==> config.mk <==
export PLATFORM = sky130hd
export DESIGN_NAME = uart_rx_frame_ctrl_flat
export DESIGN_NICKNAME = d
export VERILOG_FILES = /design/src/rtl/uart_frame_pkg.sv /design/src/rtl/uart_rx_frame_ctrl_if.sv /design/src/rtl/uart_frame_buf.sv /design/src/rtl/uart_rx_frame_ctrl.sv /design/src/flat_wrapper.sv
export SDC_FILE = /design/constraint.sdc
export NUM_CORES = 1
export LEC_CHECK = 0
export ABC_AREA = 1
export ABC_CLOCK_PERIOD_IN_PS = 6650
export CELL_PAD_IN_SITES_DETAIL_PLACEMENT = 1
export CELL_PAD_IN_SITES_GLOBAL_PLACEMENT = 1
export CORE_MARGIN = 2
export CORE_UTILIZATION = 35
export CTS_CLUSTER_SIZE = 24
export DETAILED_ROUTE_END_ITERATION = 6
export HOLD_SLACK_MARGIN = 0.15
export PLACE_DENSITY = 0.64
export SETUP_SLACK_MARGIN = 0.5
export SLEW_MARGIN = 20
export SYNTH_ARGS = -nofsm -noshare
export SYNTH_HDL_FRONTEND = slang
export SYNTH_SLANG_ARGS = --single-unit
==> constraint.sdc <==
create_clock -name clk -period 6.65 [get_ports clk]
set_input_delay 1.33 -clock clk [delete_from_list [all_inputs] [get_ports clk]]
set_output_delay 1.33 -clock clk [all_outputs]
set_load 0.01 [all_outputs]
==> src/rtl/uart_frame_pkg.sv <==
// Shared types and constants for the UART receive frame controller.
package uart_frame_pkg;

  typedef enum logic [2:0] {
    IDLE    = 3'd0,
    ADDR    = 3'd1,
    LEN     = 3'd2,
    PAYLOAD = 3'd3,
    CSUM    = 3'd4,
    WRITE   = 3'd5
  } state_t;

  localparam logic [1:0] ERR_NONE    = 2'd0;
  localparam logic [1:0] ERR_LEN     = 2'd1;
  localparam logic [1:0] ERR_CSUM    = 2'd2;
  localparam logic [1:0] ERR_TIMEOUT = 2'd3;

  localparam logic [7:0] SYNC_BYTE_DEF = 8'hA5;

  typedef struct packed {
    logic [7:0] addr;
    logic [7:0] data;
  } wr_req_t;

endpackage

==> src/rtl/uart_rx_frame_ctrl_if.sv <==
// Byte stream in from the UART receiver, register-write burst and status out.
interface uart_rx_frame_ctrl_if;
  logic [7:0] rx_byte;
  logic       rx_valid;
  logic       wr_en;
  logic [7:0] wr_addr;
  logic [7:0] wr_data;
  logic       busy;
  logic       frame_done;
  logic       frame_err;
  logic [1:0] err_code;

  modport master (
    output rx_byte, rx_valid,
    input  wr_en, wr_addr, wr_data, busy, frame_done, frame_err, err_code
  );

  modport slave (
    input  rx_byte, rx_valid,
    output wr_en, wr_addr, wr_data, busy, frame_done, frame_err, err_code
  );
endinterface

==> src/rtl/uart_frame_buf.sv <==
// Payload register file: one synchronous write port, one combinational read port.
module uart_frame_buf #(
  parameter int MAX_LEN = 16,
  parameter int IDX_W   = (MAX_LEN > 1) ? $clog2(MAX_LEN) : 1
) (
  input  logic             clk,
  input  logic             we,
  input  logic [IDX_W-1:0] widx,
  input  logic [7:0]       wdata,
  input  logic [IDX_W-1:0] ridx,
  output logic [7:0]       rdata
);

  logic [MAX_LEN-1:0][7:0] mem;

  always_ff @(posedge clk)
    if (we) mem[widx] <= wdata;

  assign rdata = mem[ridx];

endmodule

==> src/rtl/uart_rx_frame_ctrl.sv <==
// Frame controller: sync hunt, header/payload capture, checksum gate, write burst.
module uart_rx_frame_ctrl
  import uart_frame_pkg::*;
#(
  parameter logic [7:0] SYNC_BYTE    = uart_frame_pkg::SYNC_BYTE_DEF,
  parameter int         MAX_LEN      = 16,
  parameter int         TIMEOUT_CLKS = 21700
) (
  input  logic           clk,
  input  logic           rst,
  uart_rx_frame_ctrl_if.slave bus
);

  localparam int IDX_W = (MAX_LEN > 1) ? $clog2(MAX_LEN) : 1;
  localparam int TMO_W = $clog2(TIMEOUT_CLKS);
  localparam logic [7:0]       MAX_LEN_B = 8'(MAX_LEN);
  // Error fires on the edge where the counter would reach TIMEOUT_CLKS-1.
  localparam logic [TMO_W-1:0] TMO_LAST  = TMO_W'(TIMEOUT_CLKS - 2);

  state_t           state_q, state_d;
  logic [7:0]       addr_q, addr_d;
  logic [7:0]       len_q, len_d;
  logic [7:0]       idx_q, idx_d;
  logic [7:0]       csum_q, csum_d;
  logic [TMO_W-1:0] tmo_q, tmo_d;
  wr_req_t          wr_q, wr_d;
  logic             wr_en_q, wr_en_d;
  logic             busy_q, busy_d;
  logic             done_q, done_d;
  logic             err_q, err_d;
  logic [1:0]       code_q, code_d;

  logic             tmo_act, tmo_hit;
  logic [7:0]       sum_b;
  logic             buf_we;
  logic [IDX_W-1:0] rd_idx;
  logic [7:0]       rd_data;

  uart_frame_buf #(.MAX_LEN(MAX_LEN), .IDX_W(IDX_W)) u_buf (
    .clk   (clk),
    .we    (buf_we),
    .widx  (idx_q[IDX_W-1:0]),
    .wdata (bus.rx_byte),
    .ridx  (rd_idx),
    .rdata (rd_data)
  );

  assign tmo_act = state_q inside {ADDR, LEN, PAYLOAD, CSUM};
  assign tmo_hit = tmo_act && !bus.rx_valid && (tmo_q == TMO_LAST);
  assign sum_b   = csum_q + bus.rx_byte;
  // In CSUM the index holds the payload count; the burst always starts at slot 0.
  assign rd_idx  = (state_q == WRITE) ? idx_q[IDX_W-1:0] : '0;

  always_comb begin
    state_d = state_q;
    addr_d  = addr_q;
    len_d   = len_q;
    idx_d   = idx_q;
    csum_d  = csum_q;
    wr_d    = wr_q;
    wr_en_d = 1'b0;
    done_d  = 1'b0;
    err_d   = 1'b0;
    code_d  = code_q;
    buf_we  = 1'b0;
    case (state_q)
      IDLE:
        if (bus.rx_valid && bus.rx_byte == SYNC_BYTE) begin
          state_d = ADDR;
          csum_d  = '0;
          idx_d   = '0;
        end
      ADDR:
        if (bus.rx_valid) begin
          addr_d  = bus.rx_byte;
          csum_d  = sum_b;
          state_d = LEN;
        end
      LEN:
        if (bus.rx_valid) begin
          len_d  = bus.rx_byte;
          csum_d = sum_b;
          idx_d  = '0;
          if (bus.rx_byte > MAX_LEN_B) begin
            err_d   = 1'b1;
            code_d  = ERR_LEN;
            state_d = IDLE;
          end else if (bus.rx_byte == 8'd0) begin
            state_d = CSUM;
          end else begin
            state_d = PAYLOAD;
          end
        end
      PAYLOAD:
        if (bus.rx_valid) begin
          buf_we = 1'b1;
          csum_d = sum_b;
          idx_d  = idx_q + 8'd1;
          if (idx_q + 8'd1 == len_q) state_d = CSUM;
        end
      CSUM:
        if (bus.rx_valid) begin
          if (sum_b != 8'd0) begin
            err_d   = 1'b1;
            code_d  = ERR_CSUM;
            state_d = IDLE;
          end else if (len_q == 8'd0) begin
            done_d  = 1'b1;
            state_d = IDLE;
          end else begin
            wr_en_d = 1'b1;
            wr_d    = '{addr: addr_q, data: rd_data};
            idx_d   = 8'd1;
            state_d = WRITE;
          end
        end
      WRITE:
        if (idx_q == len_q) begin
          done_d  = 1'b1;
          state_d = IDLE;
        end else begin
          wr_en_d = 1'b1;
          wr_d    = '{addr: addr_q + idx_q, data: rd_data};
          idx_d   = idx_q + 8'd1;
        end
      default: state_d = IDLE;
    endcase
    if (tmo_hit) begin
      err_d   = 1'b1;
      code_d  = ERR_TIMEOUT;
      state_d = IDLE;
    end
    busy_d = (state_d != IDLE);
    tmo_d  = (!tmo_act || bus.rx_valid || state_d != state_q) ? '0 : tmo_q + 1'b1;
  end

  always_ff @(posedge clk or posedge rst)
    if (rst) begin
      state_q <= IDLE;
      addr_q  <= '0;
      len_q   <= '0;
      idx_q   <= '0;
      csum_q  <= '0;
      tmo_q   <= '0;
      wr_q    <= '0;
      wr_en_q <= 1'b0;
      busy_q  <= 1'b0;
      done_q  <= 1'b0;
      err_q   <= 1'b0;
      code_q  <= ERR_NONE;
    end else begin
      state_q <= state_d;
      addr_q  <= addr_d;
      len_q   <= len_d;
      idx_q   <= idx_d;
      csum_q  <= csum_d;
      tmo_q   <= tmo_d;
      wr_q    <= wr_d;
      wr_en_q <= wr_en_d;
      busy_q  <= busy_d;
      done_q  <= done_d;
      err_q   <= err_d;
      code_q  <= code_d;
    end

  assign bus.wr_en      = wr_en_q;
  assign bus.wr_addr    = wr_q.addr;
  assign bus.wr_data    = wr_q.data;
  assign bus.busy       = busy_q;
  assign bus.frame_done = done_q;
  assign bus.frame_err  = err_q;
  assign bus.err_code   = code_q;

endmodule

==> src/flat_wrapper.sv <==
// flat-port wrapper written by rule: the top's interface ports become plain ports
module uart_rx_frame_ctrl_flat import uart_frame_pkg::*;
#(
  parameter logic [7:0] SYNC_BYTE    = uart_frame_pkg::SYNC_BYTE_DEF,
  parameter int         MAX_LEN      = 16,
  parameter int         TIMEOUT_CLKS = 21700
)
  (clk, rst, bus_rx_byte, bus_rx_valid, bus_wr_en, bus_wr_addr, bus_wr_data, bus_busy, bus_frame_done, bus_frame_err, bus_err_code);
  uart_rx_frame_ctrl_if bus_i ();
  input  logic clk;
  input  logic rst;
  input wire logic [$bits(bus_i.rx_byte)-1:0] bus_rx_byte;
  input wire logic [$bits(bus_i.rx_valid)-1:0] bus_rx_valid;
  output wire logic [$bits(bus_i.wr_en)-1:0] bus_wr_en;
  output wire logic [$bits(bus_i.wr_addr)-1:0] bus_wr_addr;
  output wire logic [$bits(bus_i.wr_data)-1:0] bus_wr_data;
  output wire logic [$bits(bus_i.busy)-1:0] bus_busy;
  output wire logic [$bits(bus_i.frame_done)-1:0] bus_frame_done;
  output wire logic [$bits(bus_i.frame_err)-1:0] bus_frame_err;
  output wire logic [$bits(bus_i.err_code)-1:0] bus_err_code;
  assign bus_i.rx_byte = bus_rx_byte;
  assign bus_i.rx_valid = bus_rx_valid;
  assign bus_wr_en = bus_i.wr_en;
  assign bus_wr_addr = bus_i.wr_addr;
  assign bus_wr_data = bus_i.wr_data;
  assign bus_busy = bus_i.busy;
  assign bus_frame_done = bus_i.frame_done;
  assign bus_frame_err = bus_i.frame_err;
  assign bus_err_code = bus_i.err_code;
  uart_rx_frame_ctrl #(.SYNC_BYTE(SYNC_BYTE), .MAX_LEN(MAX_LEN), .TIMEOUT_CLKS(TIMEOUT_CLKS)) u_core (.clk(clk), .rst(rst), .bus(bus_i));
endmodule
Word-level counts from Yosys, hierarchy flattened
Cells that the tools add are included.
W data, S select, Z words.
{ "totals": {"ff_bits": 200, "inputBits": 11, "out_inout_bits": 22, "wordCells": 143} }
{ "classes": {"add_sub_neg": 4, "magnitude_cmp": 4, "eq_ne": 22, "n_mux": 59, "reduce_logical": 25} }
{ "op_table": {"columns": ["op", "count"], "rows": [
  ["$bwmux W128", 1],
  ["$mux W8", 10],
  ["$mux W16", 4],
  ["$pmux W8 S5", 1],
  ["$mux W3", 12],
  ["$bmux W8 S4", 1],
  ["$demux W8 S4", 1],
  ["$pmux W16 S2", 1],
  ["$pmux W3 S6", 1],
  ["$add A8 B8 Y8", 2],
  ["$eq A8 B8 Y1", 2],
  ["$logic_not A8 Y1", 2],
  ["$pmux W8 S2", 1],
  ["$add A15 B1 Y15 const B", 1],
  ["$eq A15 B15 Y1 const B", 1],
  ["$mux W1", 15],
  ["$mux W15", 1],
  ["$ne A2 B2 Y1 const B", 6],
  ["$ne A3 B2 Y1 const B", 4],
  ["$lt A4 B5 Y1 const B", 2],
  ["$mux W2", 5],
  ["$reduce_and A5 Y1", 2],
  ["$add A8 B1 Y8 const B", 1],
  ["$eq A8 B8 Y1 const B", 1],
  ["23 further kinds", 36]
]} }

Depth between registers and ports, before layout
{ "depth": {"word_depth": 9, "ltp_mapped": 19} }

Cells and area by module
A second synthesis with hierarchy kept.
{ "unflattened": {"cells_unflattened": 1153, "area_unflattened_um2": 10074.7} }
{ "modules_own_cells": {"columns": ["mod", "n_inst", "cells_per_inst", "area_each_um2", "seq_area_each_um2"], "rows": [
  ["uart_frame_buf", 1, 544, 5609.1, 3843.7],
  ["uart_rx_frame_ctrl", 1, 609, 4465.5, 1801.7]
]} }

Least setup slack after synthesis
Ideal clock, no wire load.
{ "synth_path": {"path_type": "input -> register", "startpoint": "input port bus_rx_byte[0]", "endpoint": "register u_core.wr_q, in the netlist u_core.bus.wr_addr[0]", "setup_time_ns": 0.130, "arrival_ns": 3.333, "slack_ns": 3.188, "cell_stages": 13, "path_cell_list": "ha_1 > fa_1 > or2_2 > nor2_1 > nand3_1 > nor2_1 > nand4_1 > nand2_1 > nand3_1 > buf_4 > inv_2 > buf_2 > a31oi_1"} }
{ "synth_between": {"elab_chain_cells": 4} }
{ "synth_rtl": {"columns": ["item", "line", "text"], "rows": [
  ["start, declared", "flat_wrapper.sv:12", "input wire logic [$bits(bus_i.rx_byte)-1:0] bus_rx_byte;"],
  ["$add A8 B8 Y8", "uart_rx_frame_ctrl.sv:50", "assign sum_b = csum_q + bus.rx_byte;"],
  ["$reduce_bool A8 Y1", "uart_rx_frame_ctrl.sv:103", "if (sum_b != 8'd0) begin"],
  ["$ne A2 B2 Y1 (no source line)", null, null],
  ["$reduce_and A5 Y1 (no source line)", null, null],
  ["end signal, assigned", "uart_rx_frame_ctrl.sv:158", "wr_q <= wr_d;"],
  ["end, declared", "uart_rx_frame_ctrl.sv:26", "wr_req_t wr_q, wr_d;"]
]} }
No other way between the ends.
A chain may end at the register's enable or synchronous reset.

Worst setup path in the final report
{ "layout_path": {"startpoint": "input port bus_rx_byte[1]", "endpoint": "register u_core.tmo_q[2]"} }
{ "layout_between": {"elab_chain_cells": 9, "elab_cells_between_ends": 17, "cone_classes": "1 x add/sub; 1 x order compare; 2 x eq/ne; 9 x mux; 4 x reduce/logical"} }
{ "layout_rtl": {"columns": ["item", "line", "text"], "rows": [
  ["$add A8 B8 Y8 / $logic_not A8 Y1 (equally long branches)", "uart_rx_frame_ctrl.sv:50, uart_rx_frame_ctrl.sv:88", null],
  ["$reduce_bool A8 Y1 / $mux W3 (equally long branches)", "uart_rx_frame_ctrl.sv:103, uart_rx_frame_ctrl.sv:88", null],
  ["$mux W3, on equally long branches", "uart_rx_frame_ctrl.sv:103, uart_rx_frame_ctrl.sv:84", null],
  ["$mux W3, on equally long branches", "uart_rx_frame_ctrl.sv:102, uart_rx_frame_ctrl.sv:80", null],
  ["$pmux W3 S6 (*)", "uart_rx_frame_ctrl.sv:66", "case (state_q)"],
  ["$mux W3 (*)", "uart_rx_frame_ctrl.sv:128", "if (tmo_hit) begin"],
  ["$ne A3 B3 Y1 (*)", "uart_rx_frame_ctrl.sv:134", "tmo_d = (!tmo_act || bus.rx_valid || state_d != state_q) ? '0 : tmo_q + 1'b1;"],
  ["$logic_or A1 B1 Y1 (*)", "uart_rx_frame_ctrl.sv:134", null],
  ["$mux W15 (*)", "uart_rx_frame_ctrl.sv:134", null],
  ["net u_core.tmo_d[2]", "uart_rx_frame_ctrl.sv:25", "logic [TMO_W-1:0] tmo_q, tmo_d;"],
  ["end signal, assigned", "uart_rx_frame_ctrl.sv:157", "tmo_q <= tmo_d;"],
  ["end, declared", "uart_rx_frame_ctrl.sv:25", null]
]} }
The timed path passes the listed nets; every way through them passes the cells marked *.

==> impl_metrics.py <==
metrics = {
    "synth": {
        "ys_ff_latch": 200,
        "synth_edf_count": 128,
        "netlist_instances": 928,
        "yosysSeqAreaShare": 0.5953,
        "yosysWarnings": 0,
        "syn-num-nets": 961,
        "yosysUniqueCellTypes": 42,
        "synth_top_flop_cell": "edfxtp_1",
        "syn_area_per_cell_sq_um": 10.22,
        "syn-cell-area_sq_um": 9483,
        "synthArstFlopShare": 0.3600,
    },
    "layout": {
        "layout.nets": 995,
        "fin_util": 0.4026,
        "area_growth_pct": 13.79,
        "layout_common_cells": "nand2_1 (183), edfxtp_1 (128), nor2_1 (101)",
        "final_common_cell": "nand2_1",
        "drive_gt1_frac": 0.09026,
        "final_cell_area_sq_um": 10790,
        "n_antenna_cell": 0,
    },
    "clock_network": {
        "clk_pin_slew_ns": 0.08,
        "hold_buffers": 0,
        "clock_path_buffers": 2,
        "cts_buffers": 17,
        "cts_tree": "built",
        "root_buffer": "clkbuf_16",
        "htreeDepth": 4,
        "cts_setup_buffers": 0,
        "post_cts_resized": 0,
        "clk_latency_ns": 0.45,
        "cts.sinks": 200,
    },
    "sta": {
        "setup_violations": 0,
        "period_minus_slack_ns": 4.349,
        "worst_clock_skew_ns": 0.01805,
        "fin_crit_sh": 0.6540,
        "maxSlewViolCount": 0,
        "fmax_mhz": 229.9,
        "setup_tns_ns": 0,
        "slew_headroom": 0.3573,
        "tightest_slew_ns": 0.9641,
        "rsz0062_at_grt": "false",
        "holdWs_ns": 0.4866,
        "hold_violations": 0,
    },
    "drt": {
        "wl_mm": 24.67,
        "drtPass1Iterations": 4,
        "vias": 6772,
        "ant_nets": 0,
        "drc": 0,
        "drtIter0Drc": 377,
        "wl_per_cell_um": 18.75,
        "via_per_inst": 5.146,
    },
    "setup_path": {
        "cp-startpoint": "bus_rx_byte[1]",
        "worstSetupStartpointType": "input pin",
        "crit_required_ns": 7.03,
        "rr_endpoint": "u_core.bus.wr_data[5]$_DFFE_PP0P_",
        "cpMostUsedCell": "nand2_1",
        "critPathSlowestCell": "clkdlybuf4s50_1",
        "critPathMaxStageDelay_ns": 1.01,
        "path_cells": "clkdlybuf4s50_1, fa_1, or2_2, nor2_1, nand3_1, nor2_1, nand4_1, nand2_1, nand3_1, buf_4, nand2_1, nand2_1, nand2_1, nand3_4, nor2_1",
        "path_max_fanout": 21,
        "r2r-start": "u_core.state_q[1]$_DFF_PP0_",
        "crit_type": "in2reg",
        "ff2ff_setup_slack_ns": 3.66,
        "ff2ff_path_depth": 10,
        "cp-end-kind": "register",
        "crit_end": "u_core.tmo_q[2]$_DFF_PP0_",
        "worstPathArrival_ns": 4.72,
    },
    "pwr": {
        "vdd_drop_max_mv": 0.1468,
        "total_power_mw": 3.270,
        "p_leak_nw": 4.350,
        "p_per_area_nw_per_um2": 303.1,
    },
    "floorplanning": {
        "start_util": 0.3538,
        "die_w_um": 168.6,
        "num_rows": 60,
        "die_y_um": 168.6,
        "core-area_sq_um": 26800,
        "die-area_sq_um": 28430,
        "io_pins": 33,
    },
    "global_routing": {
        "overflow": 0,
        "grt_max_degree": 73,
        "grt_pass1_wl_mm": 40.16,
        "grtUsageTotal": 0.1840,
        "grt_pass1_vias": 7327,
        "antenna_found_initial": 0,
    },
    "place": {
        "dpl.hpwl_mm": 16.57,
        "place_area_sq_um": 10180,
        "numPortBuffers": 32,
        "globalplace.congestion": 0.8186,
    },
    "min_path": {
        "holdCritPathClass": "reg2reg",
    },
    "run_status": {
        "outcome": "complete, no violations",
    },
    "run": {
        "maxCapViolCount": 0,
    },
}
[state kept, by name, indices dropped and copies added (netlist names), 8 cells and up]
| register | flops |
|---|---|
| u_core.len_q | 8 |
| u_core.tmo_q | 15 |
| u_core.bus.wr_addr | 8 |
| u_core.u_buf.mem | 128 |
| u_core.addr_q | 8 |
| u_core.idx_q | 8 |
| u_core.bus.wr_data | 8 |
| u_core.csum_q | 8 |
[worst max-delay path: cells and delay by family]
kind                       cells  cell delay [ns]
buffers and inverters          2             1.22
and+or+nand+nor               12             1.62
adders and majority gates      1             0.54
[per-layer routing]
metal,track usage,wire length [um],vias to the layer above
met2,0.3208,12360,90
met5,0,0,-
met3,0.02782,672,27
met1,0.2363,11190,3387
met4,0.05847,450,0
li1,-,-,3268
[cell usage after synthesis, types with 5 or more instances]
cell / number / share of area
mux2i_1: 28 / 0.030
a21oi_1: 17 / 0.0090
o221ai_1: 26 / 0.024
or2_2: 5 / 0.0033
nand2_1: 184 / 0.073
o21ai_0: 83 / 0.044
nor2_1: 101 / 0.040
inv_2: 9 / 0.0036
o211ai_1: 5 / 0.0040
nand3_1: 51 / 0.027
buf_2: 8 / 0.0042
nand3b_1: 6 / 0.0047
xnor2_1: 5 / 0.0046
clkbuf_1: 14 / 0.0055
dfrtp_1: 72 / 0.19
ha_1: 20 / 0.026
o22ai_1: 9 / 0.0059
nand4_1: 7 / 0.0046
inv_1: 77 / 0.030
nor3_1: 6 / 0.0032
edfxtp_1: 128 / 0.41
xor2_1: 16 / 0.015
nor2_2: 16 / 0.011
[through the flow]
stage | cells | setup WS [ns]
final | 1316 | 2.301
after global routing | 1316 | 1.887
after CTS | 1316 | 2.218
after detailed placement | 1284 | 1.721
after global placement | 1284 | 1.813
after floorplan | 928 | 3.188
[worst min path at each step]
stage                                        end  cells past startpoint                              start  slack, ns
4_1_cts        u_core.bus.wr_data[4]$_DFFE_PP0P_                      2  u_core.bus.wr_data[4]$_DFFE_PP0P_       0.49
5_1_grt        u_core.bus.wr_data[6]$_DFFE_PP0P_                      2  u_core.bus.wr_data[6]$_DFFE_PP0P_       0.52
6_report       u_core.bus.wr_data[4]$_DFFE_PP0P_                      2  u_core.bus.wr_data[4]$_DFFE_PP0P_       0.49
2_1_floorplan          u_core.tmo_q[0]$_DFF_PP0_                      1          u_core.tmo_q[0]$_DFF_PP0_       0.45
3_5_place_dp   u_core.bus.wr_data[4]$_DFFE_PP0P_                      2  u_core.bus.wr_data[4]$_DFFE_PP0P_       0.47
3_3_place_gp           u_core.tmo_q[0]$_DFF_PP0_                      1          u_core.tmo_q[0]$_DFF_PP0_       0.47
[area by class of cell]
type	count	area, sq um
clock buffer	17	425.4
clock inverter	15	182.7
fill	2991	16010
inverter	86	324.1
multi-input combinational	613	3376
sequential	200	5645
tap	341	426.7
timing repair buffer	44	410.4
[cell families after synthesis]
| group | Yosys count | share of synthesized area |
|---|---|---|
| adder cells (fa/ha/maj) | 22 | 0.03061 |
| multiplexers | 29 | 0.03074 |
| XOR/XNOR | 21 | 0.01940 |
| buffers and inverters | 115 | 0.04895 |
| AO/OA/AOI/OAI | 149 | 0.09315 |
| AND/OR/NAND/NOR | 392 | 0.1818 |
| flip-flops | 200 | 0.5953 |
[report_power, final]
group	internal, mW	switching (mW)
Clock	0.519	0.550
Combinational	0.264	0.408
Sequential	1.43	0.0969
Total	2.21	1.06
Note: power is estimated with default switching activity, not from simulation.
